**src/rtl/dsp_fe_gearbox_pkg.sv**
```systemverilog
// Shared types and elaboration helpers for the parametrised lane gearbox.
// The gearbox ratio R is the number of input beats that make up one output word.
package dsp_fe_gearbox_pkg;

    typedef enum logic [1:0] {
        ST_IDLE   = 2'd0,
        ST_SEARCH = 2'd1,
        ST_LOCKED = 2'd2,
        ST_FAIL   = 2'd3
    } align_state_e;

    function automatic int unsigned gear_ratio(input int unsigned out_w, input int unsigned in_w);
        return out_w / in_w;
    endfunction

    function automatic bit gear_ratio_ok(input int unsigned out_w, input int unsigned in_w);
        return (in_w != 32'd0) && ((out_w % in_w) == 32'd0) && ((out_w / in_w) >= 32'd2);
    endfunction

endpackage

```
**src/rtl/dsp_fe_gearbox_acc.sv**
```systemverilog
// Per-channel beat accumulator: writes each accepted beat into its slot and
// captures the completed word (including the current beat) into the output register.
module dsp_fe_gearbox_acc #(
    parameter int DesInWidth  = 2,
    parameter int DesOutWidth = 4,
    parameter int CntWidth    = 1
) (
    input  logic                   clk,
    input  logic                   rst_n,
    input  logic                   en,
    input  logic                   load,
    input  logic [CntWidth-1:0]    slot,
    input  logic [DesInWidth-1:0]  din,
    output logic [DesOutWidth-1:0] word
);

    localparam int R = DesOutWidth / DesInWidth;

    logic [DesOutWidth-1:0] acc_r;
    logic [DesOutWidth-1:0] acc_next_s;
    logic [DesOutWidth-1:0] word_r;

    // Merge the incoming beat into the addressed slot.
    always_comb begin
        acc_next_s = acc_r;
        for (int i = 0; i < R; i++) begin
            if (int'(slot) == i) begin
                acc_next_s[i*DesInWidth +: DesInWidth] = din;
            end else begin
                acc_next_s[i*DesInWidth +: DesInWidth] = acc_r[i*DesInWidth +: DesInWidth];
            end
        end
    end

    // Slot storage and word register; both frozen while en is low.
    always_ff @(posedge clk) begin
        if (!rst_n) begin
            acc_r  <= '0;
            word_r <= '0;
        end else if (en) begin
            acc_r <= acc_next_s;
            if (load) begin
                word_r <= acc_next_s;
            end
        end
    end

    assign word = word_r;

endmodule

```
**src/rtl/dsp_fe_lane_gearbox.sv**
```systemverilog
// Lane gearbox: gathers DesInWidth-sample beats into DesOutWidth-sample words,
// with manual beat slip and a training-pattern word-alignment FSM.
module dsp_fe_lane_gearbox
    import dsp_fe_gearbox_pkg::*;
#(
    parameter int AdcWidth     = 6,
    parameter int DesInWidth   = 2,
    parameter int DesOutWidth  = 4,
    parameter int AlignMatches = 4,
    parameter int ErrCntWidth  = 8
) (
    input  logic                                  i_clk,
    input  logic                                  i_rst_n,
    input  logic                                  i_en,
    input  logic [AdcWidth-1:0][DesInWidth-1:0]   i_dat,
    input  logic                                  i_slip,
    input  logic                                  i_align_start,
    input  logic [DesOutWidth-1:0]                i_align_pattern,
    output logic [AdcWidth-1:0][DesOutWidth-1:0]  o_dat,
    output logic                                  o_vld,
    output logic                                  o_locked,
    output logic                                  o_fail,
    output logic [$clog2(DesOutWidth/DesInWidth):0] o_slip_cnt,
    output logic [ErrCntWidth-1:0]                o_err_cnt
);

    localparam int R          = gear_ratio(DesOutWidth, DesInWidth);
    localparam int CntWidth   = (R > 1) ? $clog2(R) : 1;
    localparam int SlipWidth  = $clog2(R) + 1;
    localparam int MatchWidth = $clog2(AlignMatches + 1);

    if (!gear_ratio_ok(DesOutWidth, DesInWidth)) begin : g_bad_ratio
        $error("DesOutWidth must be a multiple (>=2) of DesInWidth");
    end
    if (AlignMatches < 1) begin : g_bad_matches
        $error("AlignMatches must be at least 1");
    end

    align_state_e          state_r, state_n;
    logic [CntWidth-1:0]   cnt_r;
    logic [MatchWidth-1:0] match_r, match_n;
    logic [SlipWidth-1:0]  slip_cnt_r, slip_cnt_n;
    logic [ErrCntWidth-1:0] err_cnt_r, err_cnt_n;
    logic                  discard_r, discard_n;
    logic                  pending_r, pending_n;
    logic                  vld_r, locked_r, fail_r;

    logic start_s, manual_slip_s, int_slip_s, slip_s, last_beat_s, load_s, word_match_s;

    // A restart on the same beat overrides any slip, manual or internal.
    assign start_s       = i_en & i_align_start;
    assign manual_slip_s = i_en & i_slip & (state_r != ST_SEARCH) & ~i_align_start;
    assign int_slip_s    = i_en & pending_r & ~i_align_start;
    assign slip_s        = manual_slip_s | int_slip_s;
    assign last_beat_s   = (cnt_r == CntWidth'(R - 1));
    assign load_s        = i_en & last_beat_s & ~slip_s;
    assign word_match_s  = (o_dat[AdcWidth-1] == i_align_pattern);

    for (genvar c = 0; c < AdcWidth; c++) begin : g_lane
        dsp_fe_gearbox_acc #(
            .DesInWidth (DesInWidth),
            .DesOutWidth(DesOutWidth),
            .CntWidth   (CntWidth)
        ) u_acc (
            .clk  (i_clk),
            .rst_n(i_rst_n),
            .en   (i_en),
            .load (load_s),
            .slot (cnt_r),
            .din  (i_dat[c]),
            .word (o_dat[c])
        );
    end

    // Beat slot counter and word strobe; a slipped beat leaves the counter in place.
    always_ff @(posedge i_clk) begin
        if (!i_rst_n) begin
            cnt_r <= '0;
            vld_r <= 1'b0;
        end else begin
            vld_r <= load_s;
            if (i_en && !slip_s) begin
                cnt_r <= last_beat_s ? '0 : cnt_r + CntWidth'(1);
            end
        end
    end

    // Alignment next-state: acts on the word currently presented on o_dat.
    always_comb begin
        state_n    = state_r;
        match_n    = match_r;
        slip_cnt_n = slip_cnt_r;
        err_cnt_n  = err_cnt_r;
        discard_n  = discard_r;
        pending_n  = int_slip_s ? 1'b0 : pending_r;
        if (start_s) begin
            state_n    = ST_SEARCH;
            match_n    = '0;
            slip_cnt_n = '0;
            err_cnt_n  = '0;
            discard_n  = 1'b1;
            pending_n  = 1'b0;
        end else if (vld_r) begin
            case (state_r)
                ST_SEARCH: begin
                    if (discard_r) begin
                        discard_n = 1'b0;
                    end else if (word_match_s) begin
                        match_n = match_r + MatchWidth'(1);
                        if (match_r == MatchWidth'(AlignMatches - 1)) begin
                            state_n = ST_LOCKED;
                        end else begin
                            state_n = ST_SEARCH;
                        end
                    end else if (slip_cnt_r < SlipWidth'(R)) begin
                        pending_n  = 1'b1;
                        slip_cnt_n = slip_cnt_r + SlipWidth'(1);
                        match_n    = '0;
                        discard_n  = 1'b1;
                    end else begin
                        state_n = ST_FAIL;
                    end
                end
                ST_LOCKED: begin
                    if (!word_match_s && (err_cnt_r != {ErrCntWidth{1'b1}})) begin
                        err_cnt_n = err_cnt_r + ErrCntWidth'(1);
                    end else begin
                        err_cnt_n = err_cnt_r;
                    end
                end
                default: begin
                    state_n = state_r;
                end
            endcase
        end else begin
            state_n = state_r;
        end
    end

    // Alignment state, counters and registered status flags.
    always_ff @(posedge i_clk) begin
        if (!i_rst_n) begin
            state_r    <= ST_IDLE;
            match_r    <= '0;
            slip_cnt_r <= '0;
            err_cnt_r  <= '0;
            discard_r  <= 1'b0;
            pending_r  <= 1'b0;
            locked_r   <= 1'b0;
            fail_r     <= 1'b0;
        end else begin
            state_r    <= state_n;
            match_r    <= match_n;
            slip_cnt_r <= slip_cnt_n;
            err_cnt_r  <= err_cnt_n;
            discard_r  <= discard_n;
            pending_r  <= pending_n;
            locked_r   <= (state_n == ST_LOCKED);
            fail_r     <= (state_n == ST_FAIL);
        end
    end

    assign o_vld      = vld_r;
    assign o_locked   = locked_r;
    assign o_fail     = fail_r;
    assign o_slip_cnt = slip_cnt_r;
    assign o_err_cnt  = err_cnt_r;

endmodule

```
**config.mk**
```make
export PLATFORM = sky130hd
export DESIGN_NAME = dsp_fe_lane_gearbox
export DESIGN_NICKNAME = d
export VERILOG_FILES = /design/src/rtl/dsp_fe_gearbox_pkg.sv /design/src/rtl/dsp_fe_gearbox_acc.sv /design/src/rtl/dsp_fe_lane_gearbox.sv
export SDC_FILE = /design/constraint.sdc
export NUM_CORES = 1
export LEC_CHECK = 0
export CORE_MARGIN = 5
export CORE_UTILIZATION = 45
export DETAILED_ROUTE_END_ITERATION = 6
export HOLD_SLACK_MARGIN = 0.08
export PLACE_DENSITY = 0.85
export SYNTH_ARGS = -nofsm -noshare
export SYNTH_HDL_FRONTEND = slang
export SYNTH_SLANG_ARGS = --single-unit
```
**constraint.sdc**
```tcl
create_clock -name i_clk -period 1.9 [get_ports i_clk]
set_input_delay 0.19 -clock i_clk [delete_from_list [all_inputs] [get_ports i_clk]]
set_output_delay 0.19 -clock i_clk [all_outputs]
set_load 0.02 [all_outputs]
```
## Yosys cells after proc, flatten, opt, wreduce, memory -nomap -nowiden

Cells that the tools add are included.

- $add $sub $neg: 4
- $lt $le $gt $ge: 1
- Equality and inequality tests: 8
- Multiplexer cells: 34
- Bitwise logic cells: 14
- Reductions and logical operators: 13

Operators by type and width:

| cell | count |
|---|---|
| 2-to-1 mux 2 bit | 19 |
| 2-to-1 mux 1 bit | 13 |
| adder 8 x 1 -> 8 bit, second input constant | 1 |
| AND 1 bit | 8 |
| != test 8 bit, second input constant | 1 |
| == test 2 bit, second input constant | 3 |
| 2-to-1 mux 3 bit | 2 |
| nonzero test 2 bit | 3 |
| inverter 1 bit | 5 |
| AND reduction 5 bit | 1 |
| == test 4 bit | 1 |
| AND reduction 2 bit | 2 |
| AND reduction 4 bit | 1 |
| adder 3 x 1 -> 3 bit, second input constant | 1 |
| == test 3 x 2 -> 1 bit, second input constant | 1 |
| AND reduction 3 bit | 1 |
| adder 2 x 1 -> 2 bit, second input constant | 1 |
| == test 2 x 1 -> 1 bit, second input constant | 1 |
| logical AND 1 bit | 2 |
| logical NOT 1 bit | 2 |
| less-than comparator 2 bit, second input constant | 1 |
| != test 2 x 1 -> 1 bit, second input constant | 1 |
| OR reduction 2 bit | 1 |
| adder 1 bit, second input constant | 1 |
| bitwise OR 1 bit | 1 |

- Flip-flop bits (word level): 69
- Output and inout bits: 37
- Logic and storage cells: 96

## Longest topological paths before layout

Gate-level depths: netlist of run 1.

- Depth after elaboration: 8
- Depth in mapped cells: 7

## Cells and area by module

A second synthesis of run 1 with hierarchy kept.

- Cell total of the unflattened synthesis: 325
- Area, all modules: 3141.8 um^2

Modules (own cells, without submodules):

| module | times used | cells an instance | area each (um^2) | sequential area each (um^2) |
|---|---|---|---|---|
| dsp_fe_gearbox_acc | 6 | 35 | 355.3 | 160.2 |
| dsp_fe_lane_gearbox | 1 | 115 | 1009.7 | 420.4 |

## Worst setup path before layout of run 1

No wires, ideal clock.

- Kind: register -> register
- Start point: register err_cnt_r[0] (netlist: o_err_cnt[0])
- End point: register err_cnt_r[3] (netlist: o_err_cnt[3])
- Setup time: 0.120 ns
- Arrival: 1.668 ns
- Data required time: 1.780 ns
- Setup slack: 0.113 ns
- Cell stages (with the launch flop): 7
- Path buffers: 0
- Clock period less this slack: 1.787 ns
- Cell sequence: dfxtp_1 > ha_1 > and3_1 > a211o_2 > nor4b_2 > xnor2_1 > nor2_1

- Longest elaborated chain between the ends: 3

RTL lines:

| what | line | source |
|---|---|---|
| start: declaration | dsp_fe_lane_gearbox.sv:43 | `logic [ErrCntWidth-1:0] err_cnt_r, err_cnt_n;` |
| start signal: assignment | dsp_fe_lane_gearbox.sv:155 | `err_cnt_r <= err_cnt_n;` |
| branches (longest 3 deep; another with adder 8 x 1 -> 8 bit) | n/a |  |

Several ways; the timed one is not identified.
A chain may end at the register's enable or synchronous reset.

## Worst setup path after layout of run 1

- Start point: register err_cnt_r[1] (netlist: o_err_cnt[1])
- End point: register err_cnt_r[5] (netlist: o_err_cnt[5])

The elaborated chain is that of the path after synthesis.

==> impl_metrics.ini, run 1 <==
[outcome]
status = complete, no violations

[synthesis]
yosysTopAreaCell = dfxtp_1
synth_cell_type_count = 38
synth_ff_type = dfxtp_1
synth_area_leaders = dfxtp_1, a22o_1, nand2_1
synth.net_count = 243
synthArstFlopShare = 0
yosys_warnings = 0
netlist_instances = 219
syn_area_per_cell_um2 = 9.821
ys_seq_elements = 57
synth_edf_count = 0
synth_seq_area_share = 0.5305
syn_area_um2 = 2151
synth_top_area_frac = 0.5305

[cts]
ctsHoldBuffers = 0
cts_tree = yes
clock_latency_ns = 0.33
clock-root-buffer = clkbuf_8
cts_buffer_depth = 2
clkSinkCount = 57
htree_levels = 3
clk_pin_slew_ns = 0.07
cts_made_buffers = 9

[power]
ir_drop_mv = 0.7485
leakage_nw = 1.156
power_density_nw_per_um2 = 923.6

[floorplan]
dieArea_um2 = 6262
die_x_um = 79.14
core_area_um2 = 4692
ioPinCount = 58
die_y_um = 79.14
num_rows = 25
initial_utilization = 0.4584

[routing]
drtIter0Drc = 120
vias_per_cell = 5.386
wl_mm = 5.193
firstDrtPassIters = 4
antenna_left = 0
wl_per_cell_um = 15.18
drc = 0
vias = 1842

[worst_hold_path]
worstHoldEndpoint = g_lane[2].u_acc.acc_r[1]$_SDFFE_PN0P_
hold_path.class = input pin to flip-flop
hold_path.startpoint = i_dat[5]
hold-path-cell-count = 3

[global_routing]
antenna_found_initial = 0
grt_pass1_vias = 1773
grt_max_degree = 20
grt_overflow = 0
grt_pass1_wl_mm = 8.514
grt.total_usage = 0.1795

[critical_path]
r2r_end = o_err_cnt[5]$_SDFFE_PP0P_
cp.required_ns = 2.10
crit_type = flip-flop to flip-flop
reg2reg_slack_ns = 0.11
start_kind = flip-flop
worstPathMaxFanout = 8
reg2regPathDepth = 6
arrival_ns = 1.99
reg2reg_from = o_err_cnt[1]$_SDFFE_PP0P_
critPathCaptureType = flip-flop

[layout]
fin_nets = 308
final_layout_size_suffix_gt1_frac = 0.1146
finish.utilization = 0.6509
finalInstanceArea_um2 = 3054
diodes = 0
syn2layout_area_growth_pct = 42.00

[timing]
period_share = 0.9419
tightestPinTransition_ns = 0.5653
setup_viol = 0
slew_violations = 0
period_needed_ns = 1.790
setup_tns_ns = 0
skew_ns = 0.006723
hold_ws_ns = 0.4484
hold_viol = 0
maxSlewHeadroom = 0.6222
fmax_mhz = 558.8
grt_setup_unrepaired = no

[placed_design]
port_buffers = 57
gp_congestion = 0.8080
detailed_place.area_um2 = 2806
dp_hpwl_mm = 3.548

[job]
cap_violations = 0
==> cell families (layout without fill, tap and decap cells) <==
group	Yosys count	count (layout)	synth area share
AND/OR/NAND/NOR	73	73	0.1739
flip-flops	57	57	0.5305
AO/OA/AOI/OAI	54	54	0.1792
buffers and inverters	17	86	0.03607
XOR/XNOR	13	13	0.05294
adder cells (fa/ha/maj)	3	3	0.01745
multiplexers	2	2	0.009889
==> power by group <==
part	switching, mW	internal (mW)
Sequential	0.0255	1.23
Clock	0.469	0.858
Combinational	0.122	0.112
==> layout make-up <==
class,instances,area [um^2]
Inverter,6,22.52
Tap cell,54,67.56
Multi-Input combinational cell,145,948.4
Timing Repair Buffer,65,643.1
Fill cell,390,1638
Clock buffer,9,123.9
Clock inverter,6,107.6
Sequential cell,57,1141
==> per-stage QoR <==
| stage | setup slack (ns) | instances | power, mW |
|---|---|---|---|
| 2_1_floorplan | 0.1126 | 219 | 1.402 |
| 3_3_place_gp | 0.07695 | 327 | 1.511 |
| 3_5_place_dp | -0.04309 | 327 | 1.519 |
| 4_1_cts | 0.07572 | 342 | 2.840 |
| 5_1_grt | 0.005246 | 342 | 2.933 |
| 6_report | 0.1104 | 342 | 2.821 |
==> cells in the final DEF, fill, tap and decap left out, types with 2 or more instances in the layout <==
cell type,count
a21oi_1,18
a22o_1,24
a22oi_1,2
a31oi_1,2
and2_1,2
and3_1,2
buf_4,7
bufinv_16,3
clkbuf_8,9
clkdlybuf4s50_1,57
clkinv_2,2
dfxtp_1,57
ha_1,3
inv_1,5
nand2_1,32
nand2b_1,3
nand3_1,3
nor2_1,18
nor3_1,2
nor4_2,2
o21ai_0,4
xnor2_1,7
xor2_1,6
==> per-layer routing <==
| metal | track usage | vias to the layer above | share of wire |
|---|---|---|---|
| li1 | - | 894 | - |
| met1 | 0.2168 | 879 | 0.42 |
| met2 | 0.2820 | 60 | 0.50 |
| met3 | 0.05782 | 9 | 0.062 |
| met4 | 0.09794 | 0 | 0.021 |
| met5 | 0 | - | 0 |
==> flip-flops by register name, summed over array words and instances, names as in the netlist <==
register,flops
g_lane.u_acc.acc_r,12
pending_r,1
o_vld,1
cnt_r,1
state_r,2
o_slip_cnt,2
discard_r,1
g_lane.u_acc.word,24
o_err_cnt,8
o_locked,1
match_r,3
o_fail,1
==> Yosys cell counts (all sizes together) (2+ instances only) <==
cell type	n
a22o	24
clkbuf	3
xor2	6
a22oi	2
nor2	19
dfxtp	57
and3	2
and2	2
xnor2	7
nand3	3
buf	8
nor4	4
nand2	32
nor3	2
nand2b	3
ha	3
inv	6
a21oi	18
nor3b	2
a31oi	2
o21ai	5
==> critical path, cell delays in order, from the launching register on <==
cell,delay (ns)
dfxtp_1,0.33
ha_1,0.23
and3_1,0.21
a211o_4,0.39
nor4_2,0.28
xnor2_1,0.16
nor2_1,0.05
==> worst max path at each step <==
stage,start,end,slack (ns),depth (start not counted)
after CTS,o_err_cnt[1]$_SDFFE_PP0P_,o_err_cnt[3]$_SDFFE_PP0P_,0.08,6
after global routing,o_err_cnt[1]$_SDFFE_PP0P_,o_err_cnt[3]$_SDFFE_PP0P_,0.005,6
final,o_err_cnt[1]$_SDFFE_PP0P_,o_err_cnt[5]$_SDFFE_PP0P_,0.11,6
after floorplan,o_err_cnt[0]$_SDFFE_PP0P_,o_err_cnt[3]$_SDFFE_PP0P_,0.11,6
after global placement,i_align_pattern[0],match_r[0]$_SDFFE_PP0P_,0.08,7
after detailed placement,i_align_pattern[0],o_err_cnt[5]$_SDFFE_PP0P_,-0.04,7
==> repair_timing <==
action,CTS,global route
endpoints found under the setup margin,0,1
gates resized for setup,0,2
buffers inserted,0,0
No activity file was read; power rests on OpenSTA's default activity.
==> run 2, diff against run 1 <==
Settings changed: PLACE_DENSITY 0.85 to 0.8, SYNTH_HIERARCHICAL set to 1.
==> run 2 against run 1 <==
- clock power hardly changed
- final cell count up 43%
- setup slack better by 0.13 ns
- synthesized cell count up 48%
- first-iteration DRC count is 5.8% higher
- global-route usage shrank 2.5 points
- critical path type unchanged
- highest routed layer unchanged
==> impl_metrics.ini, run 2 <==
[outcome]
status = complete, no violations

[cts]
htree_levels = 3
clkSinkCount = 69
clk_pin_slew_ns = 0.07
clock_latency_ns = 0.33
clock-root-buffer = clkbuf_8
cts_tree = yes
cts_made_buffers = 9
postCtsSetupRepairBufs = 0
cts_buffer_depth = 2

[layout]
finish.utilization = 0.5902
syn2layout_area_growth_pct = 27.64
layout.cells.most_common = dfxtp_1
fin_nets = 414
stdcell_count = 490
diodes = 0
finalInstanceArea_um2 = 4010
final_layout_size_suffix_gt1_frac = 0.1244
final_cell_mix = dfxtp_1, clkdlybuf4s50_1, mux2i_1

[power]
leakage_nw = 1.449
p_seq_frac = 0.464
swShare = 0.2386
power_density_nw_per_um2 = 828.7
p_int_mw = 2.530
pwr-share-comb = 0.137
ir_drop_mv = 0.4344
power_switching_mw = 0.7930
power_frac_clock = 0.400

[critical_path]
crit_type = flip-flop to flip-flop
critPathCaptureType = flip-flop
cp.required_ns = 2.16
worstPathMaxFanout = 8
start_kind = flip-flop
arrival_ns = 1.92

[synthesis]
yosysTopAreaCell = dfxtp_1
synth_top_family_by_area = simple AND/OR/NAND/NOR gates
synth_compound_area_frac = 0.1533
netlist_instances = 325
synth_commonest_cells = dfxtp_1, mux2i_1, nand2_1
synth_top_area_frac = 0.4397
synth_ff_type = dfxtp_1
syn_area_um2 = 3142
synthMuxAreaShare = 0.1147
ys_seq_elements = 69
synthArstFlopShare = 0
synth.net_count = 349
syn_area_per_cell_um2 = 9.667
synthSimpleGateAreaFrac = 0.1916
synth_area_leaders = dfxtp_1, mux2i_1, a21oi_1
synth_seq_area_share = 0.4397
yosys_warnings = 6
synth_edf_count = 0
synth_cell_type_count = 36
synthAdderAreaFrac = 0.01195
synth_xor_area_frac = 0.03624
yosysMostFrequentCell = dfxtp_1

[floorplan]
core_area_um2 = 6794
ioPinCount = 58
dieArea_um2 = 8753
num_rows = 30
die_x_um = 93.56
die_y_um = 93.56
initial_utilization = 0.4624

[placed_design]
dp_hpwl_mm = 4.627
place_ws_ns = -0.08545
port_buffers = 57
gp_congestion = 0.7848
detailed_place.area_um2 = 3779
placed_cells = 475

[timing]
slew_violations = 0
worst_slack_ns = 0.2394
tightestPinTransition_ns = 0.4744
hold_ws_ns = 0.4662
skew_ns = 0.007875
setup_viol = 0
maxSlewHeadroom = 0.6837
fmax_mhz = 602.2
hold_viol = 0
grt_setup_unrepaired = no
period_share = 0.8740
period_needed_ns = 1.661

[global_routing]
grt_overflow = 0
grt_pass1_vias = 2366
antenna_found_initial = 0
grt.total_usage = 0.1549
grt_max_degree = 49
grt_pass1_wl_mm = 10.94

[routing]
vias_per_cell = 5.045
firstDrtPassIters = 5
wl_mm = 6.496
antenna_left = 0
drc = 0
drtIter0Drc = 127
vias = 2472
wl_per_cell_um = 13.26

[job]
cap_violations = 0

[worst_hold_path]
hold_path.class = flip-flop to flip-flop
[run 2: cell count changes after synthesis, moves of 4 or more]
cell and change:
a21boi_0 +12, nand3_1 +12, buf_6 +12, and2_1 +4, mux2i_1 +35, a22o_1 -24, a21oi_1 +14, nor2b_4 +6
buf_2 -5, o21ai_1 +17, o21ai_2 +6, dfxtp_1 +12, nor2b_1 +15
[run 2: critical path: stages (launching register included)]
cell and delay, ns:
dfxtp_1 0.40, nand2b_1 0.11, a21oi_1 0.16, o21ai_0 0.13
nor2_2 0.24, and2_1 0.33, o21ai_1 0.09, a21oi_1 0.13
[run 2: path summary, 6_finish.rpt]
kind	startpoint	to	slack, ns	cells past startpoint
worst min register to register	g_lane[0].u_acc/acc_r[2]$_SDFFE_PN0P_	g_lane[0].u_acc/acc_r[2]$_SDFFE_PN0P_	0.47	2
worst min-delay path	g_lane[0].u_acc/acc_r[2]$_SDFFE_PN0P_	g_lane[0].u_acc/acc_r[2]$_SDFFE_PN0P_	0.47	2
worst max register to register	state_r[0]$_SDFF_PN0_	g_lane[4].u_acc/word[1]$_SDFFE_PN0P_	0.24	7
worst max-delay path	state_r[0]$_SDFF_PN0_	g_lane[4].u_acc/word[1]$_SDFFE_PN0P_	0.24	7
[run 2: logic make-up after synthesis]
group,count (synthesis)
AO/OA/AOI/OAI,79
XOR/XNOR,13
adder cells (fa/ha/maj),3
buffers and inverters,18
flip-flops,69
multiplexers,36
AND/OR/NAND/NOR,107
[run 2: timing repair]
item / in CTS / in global routing
hold buffers: 0 / 0
gates resized for setup: 0 / 5
endpoints found under the hold margin: 0 / 0
setup endpoints to repair: 0 / 24
[run 2: power groups by stage]
stage          logic, mW  registers (mW)  clock network [mW]
5_1_grt            0.495            1.55                1.44
3_3_place_gp       0.446            1.57                   0
4_1_cts            0.456            1.54                1.36
3_5_place_dp       0.453            1.57                   0
6_report           0.455            1.54                1.33
2_1_floorplan      0.282            1.60                   0
[run 2: stage by stage]
| step | power [mW] | TNS [ns] |
|---|---|---|
| after floorplan | 1.879 | 0 |
| after global placement | 2.018 | 0 |
| after detailed placement | 2.026 | -0.8829 |
| after CTS | 3.355 | 0 |
| after global routing | 3.480 | 0 |
| final | 3.323 | 0 |
[run 2: per-layer routing]
layer  global-route usage  vias up  share of wire
li1                     -     1259              -
met1               0.1929     1147           0.45
met2               0.2579       56           0.49
met3              0.03862       10          0.047
met4              0.05776        0          0.016
met5                    0        -              0
[run 2: area by class of cell]
cell class | count | area (um^2)
fill | 584 | 2784
multi-input combinational | 238 | 1603
sequential | 69 | 1383
timing repair buffer | 68 | 665.6
clock buffer | 12 | 155.1
tap | 96 | 120.1
clock inverter | 3 | 68.82
inverter | 4 | 15.01
